[config.mk]
export PLATFORM = sky130hd
export DESIGN_NAME = game_sequencer_flat
export DESIGN_NICKNAME = d
export VERILOG_FILES = /design/src/rtl/game_sequencer_if.sv /design/src/rtl/game_sequencer.sv /design/src/flat_wrapper.sv
export SDC_FILE = /design/constraint.sdc
export NUM_CORES = 1
export LEC_CHECK = 0
export BUFFER_PORTS_ARGS = -buffer_cell sky130_fd_sc_hd__buf_2
export CORE_UTILIZATION = 25
export DETAILED_ROUTE_END_ITERATION = 7
export GPL_TIMING_DRIVEN = 0
export PLACE_DENSITY = 0.54
export SLEW_MARGIN = 20
export SYNTH_ARGS = -nofsm -noshare
export SYNTH_HDL_FRONTEND = slang
export SYNTH_SLANG_ARGS = --single-unit
[constraint.sdc]
create_clock -name clk -period 5.1 [get_ports clk]
set_input_delay 1.53 -clock clk [delete_from_list [all_inputs] [get_ports clk]]
set_output_delay 1.53 -clock clk [all_outputs]
set_load 0.05 [all_outputs]
[src/rtl/game_sequencer_if.sv]
// Game controller bus: pulse inputs from the game logic and the registered
// fleet/score/lives view consumed by the renderer and overlay.
interface game_sequencer_if;
  logic        tick;
  logic        fire;
  logic        killingAlien;
  logic [4:0]  alienIndex;
  logic        shipHit;
  logic [2:0]  state;
  logic        playing;
  logic [9:0]  fleetX;
  logic [9:0]  fleetY;
  logic [31:0] aliveMask;
  logic [15:0] score;
  logic [1:0]  lives;
  logic [3:0]  wave;

  modport master (
    output tick, fire, killingAlien, alienIndex, shipHit,
    input  state, playing, fleetX, fleetY, aliveMask, score, lives, wave
  );

  modport slave (
    input  tick, fire, killingAlien, alienIndex, shipHit,
    output state, playing, fleetX, fleetY, aliveMask, score, lives, wave
  );
endinterface

[src/rtl/game_sequencer.sv]
// SpaceInvaders game controller: phase FSM, zig-zag fleet stepping, alien
// alive mask, BCD score, lives and wave counter. All outputs are registered.
module game_sequencer #(
  parameter int unsigned X_START     = 16,
  parameter int unsigned X_MIN       = 16,
  parameter int unsigned X_MAX       = 368,
  parameter int unsigned STEP_X      = 4,
  parameter int unsigned Y_START     = 48,
  parameter int unsigned STEP_DOWN   = 16,
  parameter int unsigned Y_LIMIT     = 400,
  parameter int unsigned LIVES       = 3,
  parameter int unsigned PAUSE_TICKS = 100
) (
  input logic              clk,
  input logic              reset,
  game_sequencer_if.slave  bus
);

  typedef enum logic [2:0] {
    StIdle      = 3'd0,
    StPlay      = 3'd1,
    StRespawn   = 3'd2,
    StWaveClear = 3'd3,
    StGameOver  = 3'd4
  } state_e;

  localparam int unsigned PauseW = $clog2(PAUSE_TICKS + 1);

  localparam logic [9:0]        XStart    = 10'(X_START);
  localparam logic [9:0]        YStart    = 10'(Y_START);
  localparam logic [9:0]        StepX     = 10'(STEP_X);
  localparam logic [9:0]        StepDown  = 10'(STEP_DOWN);
  localparam logic [9:0]        YLimit    = 10'(Y_LIMIT);
  // Bounce tests are done one bit wider so fleetX + STEP_X cannot wrap.
  localparam logic [10:0]       StepXW    = 11'(STEP_X);
  localparam logic [10:0]       XMaxW     = 11'(X_MAX);
  localparam logic [10:0]       XMinStepW = 11'(X_MIN + STEP_X);
  localparam logic [1:0]        LivesInit = 2'(LIVES);
  localparam logic [PauseW-1:0] PauseLast = PauseW'(PAUSE_TICKS - 1);

  state_e              state_q, state_d;
  logic                playing_q, playing_d;
  logic [9:0]          fleet_x_q, fleet_x_d;
  logic [9:0]          fleet_y_q, fleet_y_d;
  logic                dir_left_q, dir_left_d;
  logic [31:0]         mask_q, mask_d;
  logic [15:0]         score_q, score_d;
  logic [1:0]          lives_q, lives_d;
  logic [3:0]          wave_q, wave_d;
  logic [PauseW-1:0]   pause_q, pause_d;

  // Add 10 to a 4-digit BCD score whose ones digit is always 0, saturating at 9990.
  function automatic logic [15:0] bcd_add_ten(input logic [15:0] s);
    logic [15:0] r;
    r = s;
    if (s >= 16'h9990) begin
      r = 16'h9990;
    end else if (s[7:4] != 4'd9) begin
      r[7:4] = s[7:4] + 4'd1;
    end else begin
      r[7:4] = 4'd0;
      if (s[11:8] != 4'd9) begin
        r[11:8] = s[11:8] + 4'd1;
      end else begin
        r[11:8]  = 4'd0;
        r[15:12] = s[15:12] + 4'd1;
      end
    end
    return r;
  endfunction

  // Next-state and datapath updates for every game phase.
  always_comb begin
    state_d    = state_q;
    fleet_x_d  = fleet_x_q;
    fleet_y_d  = fleet_y_q;
    dir_left_d = dir_left_q;
    mask_d     = mask_q;
    score_d    = score_q;
    lives_d    = lives_q;
    wave_d     = wave_q;
    pause_d    = pause_q;

    unique case (state_q)
      StIdle: begin
        if (bus.fire) begin
          state_d    = StPlay;
          score_d    = '0;
          lives_d    = LivesInit;
          wave_d     = '0;
          mask_d     = '1;
          fleet_x_d  = XStart;
          fleet_y_d  = YStart;
          dir_left_d = 1'b0;
        end
      end

      StPlay: begin
        if (bus.tick) begin
          if (!dir_left_q) begin
            if (({1'b0, fleet_x_q} + StepXW) > XMaxW) begin
              dir_left_d = 1'b1;
              fleet_y_d  = fleet_y_q + StepDown;
            end else begin
              fleet_x_d = fleet_x_q + StepX;
            end
          end else begin
            if ({1'b0, fleet_x_q} < XMinStepW) begin
              dir_left_d = 1'b0;
              fleet_y_d  = fleet_y_q + StepDown;
            end else begin
              fleet_x_d = fleet_x_q - StepX;
            end
          end
        end

        // Kills of already-dead aliens score nothing.
        if (bus.killingAlien && mask_q[bus.alienIndex]) begin
          mask_d[bus.alienIndex] = 1'b0;
          score_d                = bcd_add_ten(score_q);
        end

        // Transitions look at the already-updated fleet and mask.
        if (bus.shipHit && (lives_q == 2'd1)) begin
          state_d = StGameOver;
          lives_d = '0;
        end else if (bus.shipHit && (lives_q > 2'd1)) begin
          state_d = StRespawn;
          lives_d = lives_q - 2'd1;
          pause_d = '0;
        end else if (fleet_y_d >= YLimit) begin
          state_d = StGameOver;
        end else if (mask_d == '0) begin
          state_d = StWaveClear;
          pause_d = '0;
        end
      end

      StRespawn: begin
        if (bus.tick) begin
          if (pause_q == PauseLast) begin
            pause_d = '0;
            state_d = (mask_q == '0) ? StWaveClear : StPlay;
          end else begin
            pause_d = pause_q + 1'b1;
          end
        end
      end

      StWaveClear: begin
        if (bus.tick) begin
          if (pause_q == PauseLast) begin
            pause_d    = '0;
            state_d    = StPlay;
            mask_d     = '1;
            fleet_x_d  = XStart;
            fleet_y_d  = YStart;
            dir_left_d = 1'b0;
            wave_d     = wave_q + 4'd1;
          end else begin
            pause_d = pause_q + 1'b1;
          end
        end
      end

      StGameOver: begin
        if (bus.fire) begin
          state_d = StIdle;
        end
      end

      default: begin
        state_d = StIdle;
      end
    endcase

    playing_d = (state_d == StPlay);
  end

  // State and datapath registers; reset drops straight back to the attract state.
  always_ff @(posedge clk or negedge reset) begin
    if (!reset) begin
      state_q    <= StIdle;
      playing_q  <= 1'b0;
      fleet_x_q  <= XStart;
      fleet_y_q  <= YStart;
      dir_left_q <= 1'b0;
      mask_q     <= '1;
      score_q    <= '0;
      lives_q    <= LivesInit;
      wave_q     <= '0;
      pause_q    <= '0;
    end else begin
      state_q    <= state_d;
      playing_q  <= playing_d;
      fleet_x_q  <= fleet_x_d;
      fleet_y_q  <= fleet_y_d;
      dir_left_q <= dir_left_d;
      mask_q     <= mask_d;
      score_q    <= score_d;
      lives_q    <= lives_d;
      wave_q     <= wave_d;
      pause_q    <= pause_d;
    end
  end

  assign bus.state     = state_q;
  assign bus.playing   = playing_q;
  assign bus.fleetX    = fleet_x_q;
  assign bus.fleetY    = fleet_y_q;
  assign bus.aliveMask = mask_q;
  assign bus.score     = score_q;
  assign bus.lives     = lives_q;
  assign bus.wave      = wave_q;

endmodule

[src/flat_wrapper.sv]
// flat-port wrapper written by rule: the top's interface ports become plain ports
module game_sequencer_flat 
#(
  parameter int unsigned X_START     = 16,
  parameter int unsigned X_MIN       = 16,
  parameter int unsigned X_MAX       = 368,
  parameter int unsigned STEP_X      = 4,
  parameter int unsigned Y_START     = 48,
  parameter int unsigned STEP_DOWN   = 16,
  parameter int unsigned Y_LIMIT     = 400,
  parameter int unsigned LIVES       = 3,
  parameter int unsigned PAUSE_TICKS = 100
)
  (clk, reset, bus_tick, bus_fire, bus_killingAlien, bus_alienIndex, bus_shipHit, bus_state, bus_playing, bus_fleetX, bus_fleetY, bus_aliveMask, bus_score, bus_lives, bus_wave);
  game_sequencer_if bus_i ();
  input logic clk;
  input logic reset;
  input wire logic [$bits(bus_i.tick)-1:0] bus_tick;
  input wire logic [$bits(bus_i.fire)-1:0] bus_fire;
  input wire logic [$bits(bus_i.killingAlien)-1:0] bus_killingAlien;
  input wire logic [$bits(bus_i.alienIndex)-1:0] bus_alienIndex;
  input wire logic [$bits(bus_i.shipHit)-1:0] bus_shipHit;
  output wire logic [$bits(bus_i.state)-1:0] bus_state;
  output wire logic [$bits(bus_i.playing)-1:0] bus_playing;
  output wire logic [$bits(bus_i.fleetX)-1:0] bus_fleetX;
  output wire logic [$bits(bus_i.fleetY)-1:0] bus_fleetY;
  output wire logic [$bits(bus_i.aliveMask)-1:0] bus_aliveMask;
  output wire logic [$bits(bus_i.score)-1:0] bus_score;
  output wire logic [$bits(bus_i.lives)-1:0] bus_lives;
  output wire logic [$bits(bus_i.wave)-1:0] bus_wave;
  assign bus_i.tick = bus_tick;
  assign bus_i.fire = bus_fire;
  assign bus_i.killingAlien = bus_killingAlien;
  assign bus_i.alienIndex = bus_alienIndex;
  assign bus_i.shipHit = bus_shipHit;
  assign bus_state = bus_i.state;
  assign bus_playing = bus_i.playing;
  assign bus_fleetX = bus_i.fleetX;
  assign bus_fleetY = bus_i.fleetY;
  assign bus_aliveMask = bus_i.aliveMask;
  assign bus_score = bus_i.score;
  assign bus_lives = bus_i.lives;
  assign bus_wave = bus_i.wave;
  game_sequencer #(.X_START(X_START), .X_MIN(X_MIN), .X_MAX(X_MAX), .STEP_X(STEP_X), .Y_START(Y_START), .STEP_DOWN(STEP_DOWN), .Y_LIMIT(Y_LIMIT), .LIVES(LIVES), .PAUSE_TICKS(PAUSE_TICKS)) u_core (.clk(clk), .reset(reset), .bus(bus_i));
endmodule
==> metrics.md <==
| Metric | Value |
|---|---|
| CTS H-Tree Depth | `3` |
| Seq/Total Area, Yosys | `between 30% and 40%` |
| Final period util | `approximately 73%` |
| Resized Gates After CTS | `0` |
| Root buf cell | `clkbuf_16` |
| Num CTS Buffers | `9` |
| Max VDD drop | `around 380 uV` |
| Diodes inserted | `0` |
| Final min period | `approximately 3700 ps` |
| Vias in the first global route | `~4400` |
| Rel. slew slack | `about 52%` |
| First-iteration detailed-routing DRC count | `323` |
| Pleak | `around 2.8 nW` |
| First-pass GRT wire length | `24.27 mm` |
| Clock Tree Buf Depth | `2` |
| Pre-CTS setup slack | `~1100 ps` |
| Max FO, Critical Path | `10` |
| Post-CTS Repair Setup Buffers | `0` |
| Status | `complete, no violations` |
| Clock Skews | `roughly 9.5 ps` |
| Syn. warnings | `0` |
| GPL Wtd Cong | `0.9048` |
| Drt first pass iters | `7` |
| Most common cell in the netlist | `nand2_1` |
| Vias | `approximately 4800` |
| Setup-failing EPs final | `0` |
| Critical path arrival | `a little under 4000 ps` |
| Ys flop type | `dfrtp_1` |
| Post-synth top cells | `83 x nand2_1, 59 x o21ai_0, 49 x nor2_1` |
| CTS Hold Buffers Added | `0` |
| Rows | `between 50 and 60` |
| Area Growth Syn to Fin | `21.63%` |
| Synth Cell Area | `5032 um^2` |
| Core Box Area | `~20000 um^2` |
| Yosys reg bits | `76` |
| Mean Syn Cell Area | `8.722 um^2` |
| Async SR Flop Fraction | `100.0%` |
| Crit. End Element | `flip-flop` |
| PD cells | `a little over 500 nW/um^2` |
| Max-cap violations | `0` |
| Crit start category | `input port` |
| Distinct cells, synth | `78` |
| Hold Fails Final Rpt | `0` |
| Worst-Skew Late Latency | `340 ps` |
| Die Height | `roughly 140 um` |
| CTS sink cnt | `76` |
| Largest net degree at the start of global routing | `43` |
| Fmax | `between 0.2 and 0.3 GHz` |
| Count of pins over their slew limit | `0` |
| Min-Delay Path Class | `flip-flop to flip-flop` |
| Antenna violations before repair | `1` |
| Kind of critical path | `input port to flip-flop` |
| Drc violations | `0` |
| Post-synth EDFFs | `0` |
| RSZ-0062 raised after global routing | `no` |
| Gr ovfl total | `0` |
| Reg clk slew, reported paths | `~60 ps` |
| IO Port Bufs | `75` |
| Gr usage total | `between 15 and 20%` |
| Chip Width | `~140 um` |
| CTS tree | `done` |
| Synth area leader | `dfrtp_1` |
| # nets final | `roughly 700` |
| Top-area cell type share of the netlist area | `about a fifth` |
| Synth area leaders | `dfrtp_1 19%, dfstp_2 19%, nand2_1 6.2%` |
| Fraction of layout instances using a drive strength above 1 | `26.51%` |
| Antenna Nets Post-Route | `0` |
| Die footprint | `about 21000 um^2` |
| Drt wl/cell | `about 16 um` |
| Fin Hold WS | `roughly 510 ps` |
| Setup TNS | `0 ps` |
| Flop-to-flop setup slack | `2260 ps` |
| Syn Inst Count | `between 500 and 600` |
| Boundary pin count | `just under 90` |
| CP required | `5320 ps` |
| Post-DP HPWL | `10.97 mm` |
| Worst Tran Pin Value | `715.0 ps` |
| Initial Util | `between 20% and 30%` |
| WL final | `~15 mm` |
| Final worst slack | `around 1400 ps` |
| Vias/cell | `roughly 5.0` |
[per-stage QoR]
| stage | power [mW] | cells | util, % | cell area [um^2] |
|---|---|---|---|---|
| 5_1_grt | 3.314 | 944 | 31.24 | 6121 |
| 3_3_place_gp | 2.450 | 926 | 29.47 | 5773 |
| 4_1_cts | 3.143 | 944 | 31.24 | 6121 |
| 3_5_place_dp | 2.460 | 928 | 29.64 | 5807 |
| 6_report | 3.133 | 944 | 31.24 | 6121 |
| 2_1_floorplan | 2.090 | 586 | - | 5066 |
[metal layers]
metal  global-route usage [%]  vias to the layer above  routed length [um]
met5                        0                        -                   8
met4                    4.367                        2                 207
met3                    3.632                       18                1226
met2                    23.26                      199                6716
met1                    20.85                     2240                7100
li1                         -                     2291                   -
[flip-flops by register name, indices dropped and copies added (netlist names)]
name	flops
u_core.bus.aliveMask	32
u_core.bus.fleetX	8
u_core.bus.fleetY	6
u_core.bus.lives	2
u_core.bus.playing	1
u_core.bus.score	12
u_core.bus.state	3
u_core.bus.wave	4
u_core.dir_left_q	1
u_core.pause_q	7
[path summary, 6_finish.rpt]
kind / from / endpoint / cells after the start
min in group asynchronous: reset / u_core.bus.wave[3]$_DFFE_PN0P_ / 1
max in group asynchronous: reset / u_core.bus.fleetY[4]$_DFFE_PN1P_ / 2
min: u_core.bus.aliveMask[25]$_DFFE_PN1P_ / u_core.bus.aliveMask[25]$_DFFE_PN1P_ / 2
max reg2reg: u_core.bus.fleetY[5]$_DFFE_PN1P_ / u_core.bus.playing$_DFF_PN0_ / 9
max: bus_alienIndex[2] / u_core.bus.playing$_DFF_PN0_ / 10
min reg2reg: u_core.bus.aliveMask[25]$_DFFE_PN1P_ / u_core.bus.aliveMask[25]$_DFFE_PN1P_ / 2
[report_power, final]
group          switching, mW  internal, mW
Clock                  0.254         0.419
Combinational          0.961         0.417
Sequential             0.253         0.830
Total                   1.47          1.67
[placed cells by master (no fill, tap or decap), types with 4 or more instances in the layout]
cell type and count:
xor2_1 4, mux2i_1 17, o21ai_1 10, o22ai_1 4, nand3_1 20, nor3_1 12
a211oi_1 4, or2_2 4, or3b_1 4, clkbuf_1 15, nand2_1 83, nand2b_1 7
o41ai_1 4, a21boi_0 6, nor2b_1 4, nand3b_1 7, conb_1 10, clkbuf_16 9
buf_4 12, inv_1 15, o31ai_1 8, buf_6 4, nor4_1 8, nor2_1 49
o21bai_1 5, xnor2_1 4, clkbuf_8 4, ha_1 12, buf_2 80, nand4_1 10
dfrtp_1 39, a21oi_1 24, dfstp_2 37, o21ai_0 59, and2_1 4, a31oi_1 10
o22a_1 4
[cell families after synthesis]
kind of cell,share of synthesized area [%]
XOR/XNOR,1.392
adder cells (fa/ha/maj),3.381
multiplexers,4.127
buffers and inverters,5.992
AND/OR/NAND/NOR,22.95
flip-flops,38.71
AO/OA/AOI/OAI,23.37
other,0.07452
[critical path, stage by stage]
cell       delay [ps]
buf_2             100
buf_2             160
or3b_1            390
o32ai_2           190
o31ai_2           120
nand3_2           140
a41oi_1           160
a2111oi_2         460
nand4_2           350
and3_1            320
[area by class of cell]
type / instances / area, um^2
multi-input cells: 458 / 2823
plain buffers: 37 / 245.2
fillers: 2135 / 13470
well taps: 265 / 331.6
clock buffers: 13 / 270.3
repair buffers: 77 / 402.9
flip-flops and latches: 76 / 1948
inverters: 15 / 56.30
clock inverters: 3 / 43.79
(Power assumes the default switching activity.)
